[src/rtl/vram_engine_arbiter.sv]
// VRAM port A owner: arbitrates CPU Avalon accesses against a fill/scroll engine
// that clears the text screen or scrolls it up one row and blanks the last row.
module vram_engine_arbiter #(
   parameter int ADDR_W        = 11,
   parameter int WORDS_PER_ROW = 40,
   parameter int ROWS          = 30,
   parameter int MAX_CPU_BURST = 8
) (
   input  logic              i_clk,
   input  logic              i_rst,
   input  logic              i_cpu_read,
   input  logic              i_cpu_write,
   input  logic [3:0]        i_cpu_byte_en,
   input  logic [ADDR_W-1:0] i_cpu_addr,
   input  logic [31:0]       i_cpu_writedata,
   output logic              o_cpu_waitrequest,
   output logic [31:0]       o_cpu_readdata,
   output logic              o_cpu_readdatavalid,
   input  logic              i_csr_read,
   input  logic              i_csr_write,
   input  logic              i_csr_addr,
   input  logic [31:0]       i_csr_writedata,
   output logic [31:0]       o_csr_readdata,
   output logic [ADDR_W-1:0] o_ram_addr,
   output logic [3:0]        o_ram_byte_en,
   output logic [31:0]       o_ram_wdata,
   output logic              o_ram_rden,
   output logic              o_ram_wren,
   input  logic [31:0]       i_ram_q,
   output logic              o_done_irq
);

   localparam int RUN_W = $clog2(MAX_CPU_BURST + 1);
   localparam logic [ADDR_W-1:0] L_LAST_WORD = ADDR_W'(ROWS * WORDS_PER_ROW - 1);
   localparam logic [ADDR_W-1:0] L_SCR_LAST  = ADDR_W'((ROWS - 1) * WORDS_PER_ROW - 1);
   localparam logic [ADDR_W-1:0] L_WPR       = ADDR_W'(WORDS_PER_ROW);
   localparam logic [ADDR_W-1:0] L_IDX_ONE   = ADDR_W'(1);
   localparam logic [RUN_W-1:0]  L_MAX_RUN   = RUN_W'(MAX_CPU_BURST);
   localparam logic [RUN_W-1:0]  L_RUN_ONE   = RUN_W'(1);

   typedef enum logic [2:0] {
      S_IDLE      = 3'd0,
      S_FILL      = 3'd1,
      S_SCR_RD    = 3'd2,
      S_SCR_WAIT  = 3'd3,
      S_SCR_WR    = 3'd4,
      S_FILL_LAST = 3'd5
   } state_t;

   state_t            r_state;
   logic [ADDR_W-1:0] r_idx;
   logic [31:0]       r_sbuf;
   logic [31:0]       r_fill_data;
   logic [31:0]       r_csr_readdata;
   logic [RUN_W-1:0]  r_cpu_run;
   logic              r_done;
   logic              r_cpu_rdv;

   logic              w_cpu_req;
   logic              w_eng_req;
   logic              w_eng_rd;
   logic              w_cpu_grant;
   logic              w_eng_grant;
   logic              w_busy;
   logic              w_ctrl_wr;
   logic              w_start;
   logic [ADDR_W-1:0] w_eng_addr;
   logic [31:0]       w_eng_wdata;

   assign w_busy    = (r_state != S_IDLE);
   assign w_cpu_req = i_cpu_read | i_cpu_write;
   assign w_ctrl_wr = i_csr_write & ~i_csr_addr;
   assign w_start   = w_ctrl_wr & ~w_busy & (i_csr_writedata[0] | i_csr_writedata[1]);

   // Engine beat request decoded from the current state; SCR_WAIT deliberately leaves the port to the CPU
   always_comb begin
      w_eng_req   = 1'b0;
      w_eng_rd    = 1'b0;
      w_eng_addr  = r_idx;
      w_eng_wdata = r_fill_data;
      case (r_state)
         S_FILL, S_FILL_LAST: begin
            w_eng_req = 1'b1;
         end
         S_SCR_RD: begin
            w_eng_req  = 1'b1;
            w_eng_rd   = 1'b1;
            w_eng_addr = r_idx + L_WPR;
         end
         S_SCR_WR: begin
            w_eng_req   = 1'b1;
            w_eng_wdata = r_sbuf;
         end
         default: begin
            w_eng_req = 1'b0;
         end
      endcase
   end

   assign w_cpu_grant = w_cpu_req & ~i_rst & ~(w_eng_req & (r_cpu_run == L_MAX_RUN));
   assign w_eng_grant = w_eng_req & ~i_rst & ~w_cpu_grant;

   assign o_cpu_waitrequest   = i_rst | (w_cpu_req & ~w_cpu_grant);
   assign o_cpu_readdata      = i_ram_q;
   assign o_cpu_readdatavalid = r_cpu_rdv;
   assign o_csr_readdata      = r_csr_readdata;
   assign o_done_irq          = r_done;

   // Port A drive mux: the granted requester owns the port, everything is zero when idle
   always_comb begin
      o_ram_addr    = {ADDR_W{1'b0}};
      o_ram_byte_en = 4'b0000;
      o_ram_wdata   = 32'h0000_0000;
      o_ram_rden    = 1'b0;
      o_ram_wren    = 1'b0;
      if (w_cpu_grant) begin
         o_ram_addr    = i_cpu_addr;
         o_ram_byte_en = i_cpu_byte_en;
         if (i_cpu_write) begin
            o_ram_wren  = 1'b1;
            o_ram_wdata = i_cpu_writedata;
         end else begin
            o_ram_rden  = 1'b1;
         end
      end else if (w_eng_grant) begin
         o_ram_addr = w_eng_addr;
         if (w_eng_rd) begin
            o_ram_rden = 1'b1;
         end else begin
            o_ram_wren    = 1'b1;
            o_ram_byte_en = 4'b1111;
            o_ram_wdata   = w_eng_wdata;
         end
      end else begin
         o_ram_addr = {ADDR_W{1'b0}};
      end
   end

   // CPU burst counter bounds how long a waiting engine can be starved; read-valid tracks grants
   always_ff @(posedge i_clk or posedge i_rst) begin
      if (i_rst) begin
         r_cpu_run <= {RUN_W{1'b0}};
         r_cpu_rdv <= 1'b0;
      end else begin
         r_cpu_rdv <= w_cpu_grant & i_cpu_read & ~i_cpu_write;
         if (!w_eng_req || w_eng_grant) begin
            r_cpu_run <= {RUN_W{1'b0}};
         end else if (w_cpu_grant) begin
            r_cpu_run <= r_cpu_run + L_RUN_ONE;
         end else begin
            r_cpu_run <= r_cpu_run;
         end
      end
   end

   // CSR file and engine sequencer; a completing op sets DONE even if a clear lands the same cycle
   always_ff @(posedge i_clk or posedge i_rst) begin
      if (i_rst) begin
         r_state        <= S_IDLE;
         r_idx          <= {ADDR_W{1'b0}};
         r_sbuf         <= 32'h0000_0000;
         r_fill_data    <= 32'h0000_0000;
         r_csr_readdata <= 32'h0000_0000;
         r_done         <= 1'b0;
      end else begin
         if (i_csr_read) begin
            r_csr_readdata <= i_csr_addr ? r_fill_data : {30'b0, r_done, w_busy};
         end else begin
            r_csr_readdata <= 32'h0000_0000;
         end
         if (i_csr_write && i_csr_addr) begin
            r_fill_data <= i_csr_writedata;
         end
         if (w_ctrl_wr && i_csr_writedata[2]) begin
            r_done <= 1'b0;
         end
         case (r_state)
            S_IDLE: begin
               if (w_start) begin
                  r_done  <= 1'b0;
                  r_idx   <= {ADDR_W{1'b0}};
                  r_state <= i_csr_writedata[0] ? S_FILL : S_SCR_RD;
               end
            end
            S_FILL, S_FILL_LAST: begin
               if (w_eng_grant) begin
                  if (r_idx == L_LAST_WORD) begin
                     r_state <= S_IDLE;
                     r_done  <= 1'b1;
                     r_idx   <= {ADDR_W{1'b0}};
                  end else begin
                     r_idx <= r_idx + L_IDX_ONE;
                  end
               end
            end
            S_SCR_RD: begin
               if (w_eng_grant) begin
                  r_state <= S_SCR_WAIT;
               end
            end
            S_SCR_WAIT: begin
               r_sbuf  <= i_ram_q;
               r_state <= S_SCR_WR;
            end
            S_SCR_WR: begin
               if (w_eng_grant) begin
                  r_idx   <= r_idx + L_IDX_ONE;
                  r_state <= (r_idx == L_SCR_LAST) ? S_FILL_LAST : S_SCR_RD;
               end
            end
            default: begin
               r_state <= S_IDLE;
            end
         endcase
      end
   end

endmodule

[config.mk]
export PLATFORM = sky130hd
export DESIGN_NAME = vram_engine_arbiter
export DESIGN_NICKNAME = d
export VERILOG_FILES = /design/src/rtl/vram_engine_arbiter.sv
export SDC_FILE = /design/constraint.sdc
export NUM_CORES = 1
export LEC_CHECK = 0
export CAP_MARGIN = 20
export CORE_MARGIN = 2
export CORE_UTILIZATION = 45
export CTS_BUF_LIST = sky130_fd_sc_hd__clkbuf_8
export DETAILED_ROUTE_END_ITERATION = 16
export GPL_TIMING_DRIVEN = 0
export HOLD_SLACK_MARGIN = 0.05
export PLACE_DENSITY = 0.82
export SETUP_SLACK_MARGIN = 0.2
export SYNTH_ARGS = -nofsm -noshare
export SYNTH_HDL_FRONTEND = slang
export SYNTH_SLANG_ARGS = --single-unit
[constraint.sdc]
create_clock -name i_clk -period 10.6 [get_ports i_clk]
set_input_delay 2.12 -clock i_clk [delete_from_list [all_inputs] [get_ports i_clk]]
set_output_delay 2.12 -clock i_clk [all_outputs]
set_load 0.02 [all_outputs]
Word level (Yosys, flattened, before mapping)
Cells that the tools add are included.
- add/sub/neg operators: 3
- multipliers: 0
- div/mod/pow operators: 0
- $lt $le $gt $ge: 0
- equality and inequality tests: 13
- shift operators: 0
- multiplexer cells: 43
- bitwise gates (word level): 20
- reduce and logical (&&, ||, !) cells: 12
- operators with widths (operator ; count):
    32-bit two-way mux ; 7
    11-bit two-way mux ; 7
    11-bit one-hot mux with 3 select lines ; 1
    11-bit == test (second input constant) ; 2
    4-bit two-way mux ; 5
    3-bit two-way mux ; 6
    3-bit one-hot mux with 5 select lines ; 1
    1-bit two-way mux ; 14
    11-bit by 1-bit adder with 11-bit output (second input constant) ; 1
    11-bit by 6-bit adder with 11-bit output (second input constant) ; 1
    1-bit AND ; 11
    2-bit inequality test (second input constant) ; 5
    3-bit by 2-bit == test with 1-bit output (second input constant) ; 2
    3-bit == test (second input constant) ; 2
    1-bit inverter ; 6
    3-bit nonzero test ; 2
    5-bit AND reduction ; 1
    4-bit by 1-bit adder with 4-bit output (second input constant) ; 1
    4-bit == test (second input constant) ; 1
    4-bit AND reduction ; 1
    4-bit OR reduction ; 1
    3-bit by 1-bit == test with 1-bit output (second input constant) ; 1
    3-bit logical NOT ; 1
    1-bit bitwise OR ; 3
    7 further kinds ; 8
- flip-flop bits (word level): 116
- bits in latches: 0
- bits in writable memories: 0
- memory bits (read-only): 0
- output and inout port bits: 116
- memories: 0

Logic depth before layout (Yosys ltp)
- depth after elaboration: 10
- mapped depth: 9

Worst setup path after synthesis
Ideal clock, no wire load.
- path kind: input -> output
- from: input i_rst
- to: output o_ram_wdata[25]
- data arrival time: 5.879 ns
- required time: 8.480 ns
- setup slack: 2.601 ns
- stages on the path: 4
- path buffers: 1
- path through: inv_1 > o211ai_2 > clkbuf_1 > o2bb2ai_1
- cells in the longest elaborated chain, start to end: 7
- RTL lines (item ; line ; RTL):
    start, declared ; 10 ; input logic i_rst,
    1-bit inverter (*) ; 100, 101 ;
    1-bit AND (2 in a row) ; 100 ; assign w_cpu_grant = w_cpu_req & ~i_rst & ~(w_eng_req & (r_cpu_run == L_MAX_RUN));
    1-bit inverter ; 101 ; assign w_eng_grant = w_eng_req & ~i_rst & ~w_cpu_grant;
    1-bit AND ; 101 ;
    32-bit two-way mux ; 125 ; end else if (w_eng_grant) begin
    32-bit two-way mux (*) ; 116 ; if (w_cpu_grant) begin
    end, declared ; 26 ; output logic [31:0] o_ram_wdata,
Every way passes the cells marked *; elsewhere a longest branch is shown, timed or not.

Final worst setup path
- from: input i_rst
- to: output o_ram_wdata[18]
The elaborated chain is that of the path after synthesis.

==> summary.md <==
| Metric | Value |
|---|---|
| Outcome | completed |
| Starting Density | 45.60% |
| Post-synth top area share | 48.65% |
| Slew margin rel. | 59.16% |
| RSZ-0062 raised after global routing | false |
| Layout cell share with drive strength beyond 1 | 16.37% |
| Syn nets | 651 |
| Final WL | 17,700 um |
| Vias in the first global route | 5,354 |
| Post-route minimum period | 6.868 ns |
| Clock share of power | 26.2% |
| Crit-path cells | clkdlybuf4s50_1 -> inv_6 -> o211ai_2 -> clkbuf_1 -> o2bb2ai_1 -> clkdlybuf4s50_1 |
| Total vias in the final route | 5,232 |
| GPL Wtd Cong | 0.9551 |
| Filler Cell Count | 958 |
| Pre-CTS WS | 3.705 ns |
| Worst VDD drop | 0.09790 mV |
| P_sw | 0.0005461 W |
| GR Overflow Total | 0 |
| Setup slack after layout | 3.732 ns |
| Starting DRT DRC Count | 389 |
| Clock sinks | 116 |
| Setup Buffers After CTS | 0 |
| Synth top cells by count | dfrtp_1 (116), mux2i_1 (35), buf_4 (33), mux2_2 (33), o2bb2ai_1 (33) |
| DR pass1 iterations | 7 |
| Comb power frac | 35.6% |
| CTS Buf Count | 17 |
| Slowest CP cell | clkdlybuf4s50_1 |
| CP top delay family | buffers and inverters |
| Diode count | 0 |
| Full die area | 14,200 um2 |
| Synth Area per Inst | 11.28 um2 |
| Yosys top cell by area | dfrtp_1 |
| Clock skew | 0.01621 ns |
| F_max | 0.1456 GHz |
| Via density | 5.394 |
| Pin count of the biggest net entering global routing | 89 |
| Top cell by count, worst path | clkdlybuf4s50_1 |
| Final core utilization | 68.48% |
| Number of port buffers | 232 |
| Post-Syn Instances | 529 |
| Flop and latch count out of synthesis | 116 |
| Top-count cell post-synth | dfrtp_1 |
| Yosys warns | 0 |
| WP buf/inv | 4 |
| Reg2Reg Launch Point | r_cpu_run[0]$_DFFE_PP0P_ |
| Startpoint types | input port |
| I/O pin count | 234 |
| Flop pwr share | 38.2% |
| Synth top area cells | dfrtp_1 (49%), mux2_2 (6.2%), mux2i_1 (5.9%) |
| Leakage | 3.854 nW |
| Wire per inst | 18.24 um |
| Mapped Area | 5967 um2 |
| Hold crit path type | reg -> reg |
| Sw frac | 33.54% |
| Final net count | 903 |
| GR Util All Layers | 25.11% |
| CP Capture Type | output pin |
| Worst Min Path Start | r_sbuf[27]$_DFFE_PP0P_ |
| CORE AREA | 13,090 um2 |
| CTS-repair resized insts | 0 |
| EDFF count, synth | 0 |
| Crit path max fanout | 34 |
| Max-cap violations | 0 |
| First-pass GRT wire length | 27,720 um |
| Detail Placement HPWL | 13,380 um |
| Worst EP required | 8.48 ns |
| Crit path from | i_rst |
| CTS tree | done |
| Max Root-Sink Buffers | 2 |
| Routed Antenna Nets | 0 |
| Die W | 119.2 um |
| Synth-to-layout area growth | 50.18% |
| DRC viols | 0 |
| Power Density | 181.7 nW/um2 |
| Crit-path max cell delay | 0.66 ns |
| CP Data Arrival Time | 4.75 ns |
| P_int | 0.001082 W |
| Clock slew at reported path FFs | 0.07 ns |
| Fin crit share | 64.79% |
| Final setup fails | 0 |
| Slew @ Worst Pin | 0.6108 ns |
| Critical path class | in -> out |
| Initial antenna violation count | 0 |
| Die Y | 119.2 um |
| Seq/Total Area, Yosys | 48.65% |
| Slew Limit Fails | 0 |
| Final Hold Vio Count | 0 |
| Post-CTS Hold Buffers | 0 |
| Worst-Skew Late Latency | 0.43 ns |
| Row count | 42 |
| Root Driver | clkbuf_8 |
| Primary FF master, synth | dfrtp_1 |
| Synth async-reset ratio | 100.0% |
| H-Tree Depth | 4 |
| Library cells used by synthesis | 57 |
## worst paths after layout
kind	to	slack, ns	cells after the start
min reg2reg	r_sbuf[27]$_DFFE_PP0P_	0.50	1
min	r_sbuf[27]$_DFFE_PP0P_	0.50	1
max in group asynchronous	r_sbuf[8]$_DFFE_PP0P_	7.57	3
max reg2reg	r_idx[8]$_DFFE_PP0P_	8.26	8
min in group asynchronous	r_idx[5]$_DFFE_PP0P_	2.28	2
max	o_ram_wdata[18]	3.73	6
## stage by stage
step / setup TNS, ns / hold slack [ns] / power [W] / area [um2] / instances
floorplan: 0 / 0.4626 / 0.0009855 / 5967 / 529
global placement: -4.448 / 0.4740 / 0.001181 / 8509 / 937
detailed placement: 0 / 0.4833 / 0.001206 / 8542 / 938
CTS: 0 / 0.4984 / 0.001636 / 8961 / 970
global route: 0 / 0.5065 / 0.001715 / 8961 / 970
finish: 0 / 0.4977 / 0.001628 / 8961 / 970
## sequential cells by signal, summed over array words and instances, names as in the netlist
register             count
r_fill_data             32
o_cpu_readdatavalid      1
r_state                  3
r_sbuf                  32
o_csr_readdata          32
r_cpu_run                4
o_done_irq               1
r_idx                   11
## metal layers
layer | wire length [um] | up-vias | GRT usage, % | share of wire, %
met1 | 7082 | 2564 | 30.30 | 40
met3 | 1044 | 32 | 4.837 | 5.9
met5 | 0 | - | 0 | 0
met4 | 436 | 0 | 10.49 | 2.5
li1 | - | 2396 | - | -
met2 | 9133 | 240 | 43.89 | 52
## layout make-up
class | count | area [um2] | share of cell area (%)
timing repair buffer | 233 | 2350 | 26.22
sequential | 116 | 2903 | 32.39
clock inverter | 13 | 157.7 | 1.759
inverter | 10 | 42.54 | 0.4747
clock buffer | 19 | 261.5 | 2.918
tap | 176 | 220.2 | 2.457
multi-input combinational | 330 | 2596 | 28.97
buffer | 73 | 430.4 | 4.803
## power groups by stage
stage          sequential [W]  clock (W)  combinational, W
2_1_floorplan        0.000616          0          0.000369
3_5_place_dp         0.000628          0          0.000578
3_3_place_gp         0.000620          0          0.000561
4_1_cts              0.000620   0.000433          0.000582
5_1_grt              0.000634   0.000456          0.000625
6_report             0.000622   0.000427          0.000579
## cell usage in the layout (no fill, tap or decap), types with 16 or more instances in the layout
master           count
and3_1              32
buf_2               20
buf_4               33
clkbuf_1            17
clkbuf_8            19
clkdlybuf4s50_1    232
dfrtp_1            116
mux2_1              30
mux2_2              33
mux2i_1             35
nand2_1             25
nand3_1             25
nor2_1              16
o2bb2ai_1           33
## cell families (layout without fill, tap and decap cells)
kind of cell,after synthesis,after routing,synth area share [%]
multiplexers,98,98,17.76
XOR/XNOR,8,8,1.174
buffers and inverters,83,348,7.843
adder cells (fa/ha/maj),4,4,0.8388
flip-flops,116,116,48.65
AO/OA/AOI/OAI,85,85,11.32
AND/OR/NAND/NOR,135,135,12.41
Note: power is estimated with default switching activity, not from simulation.
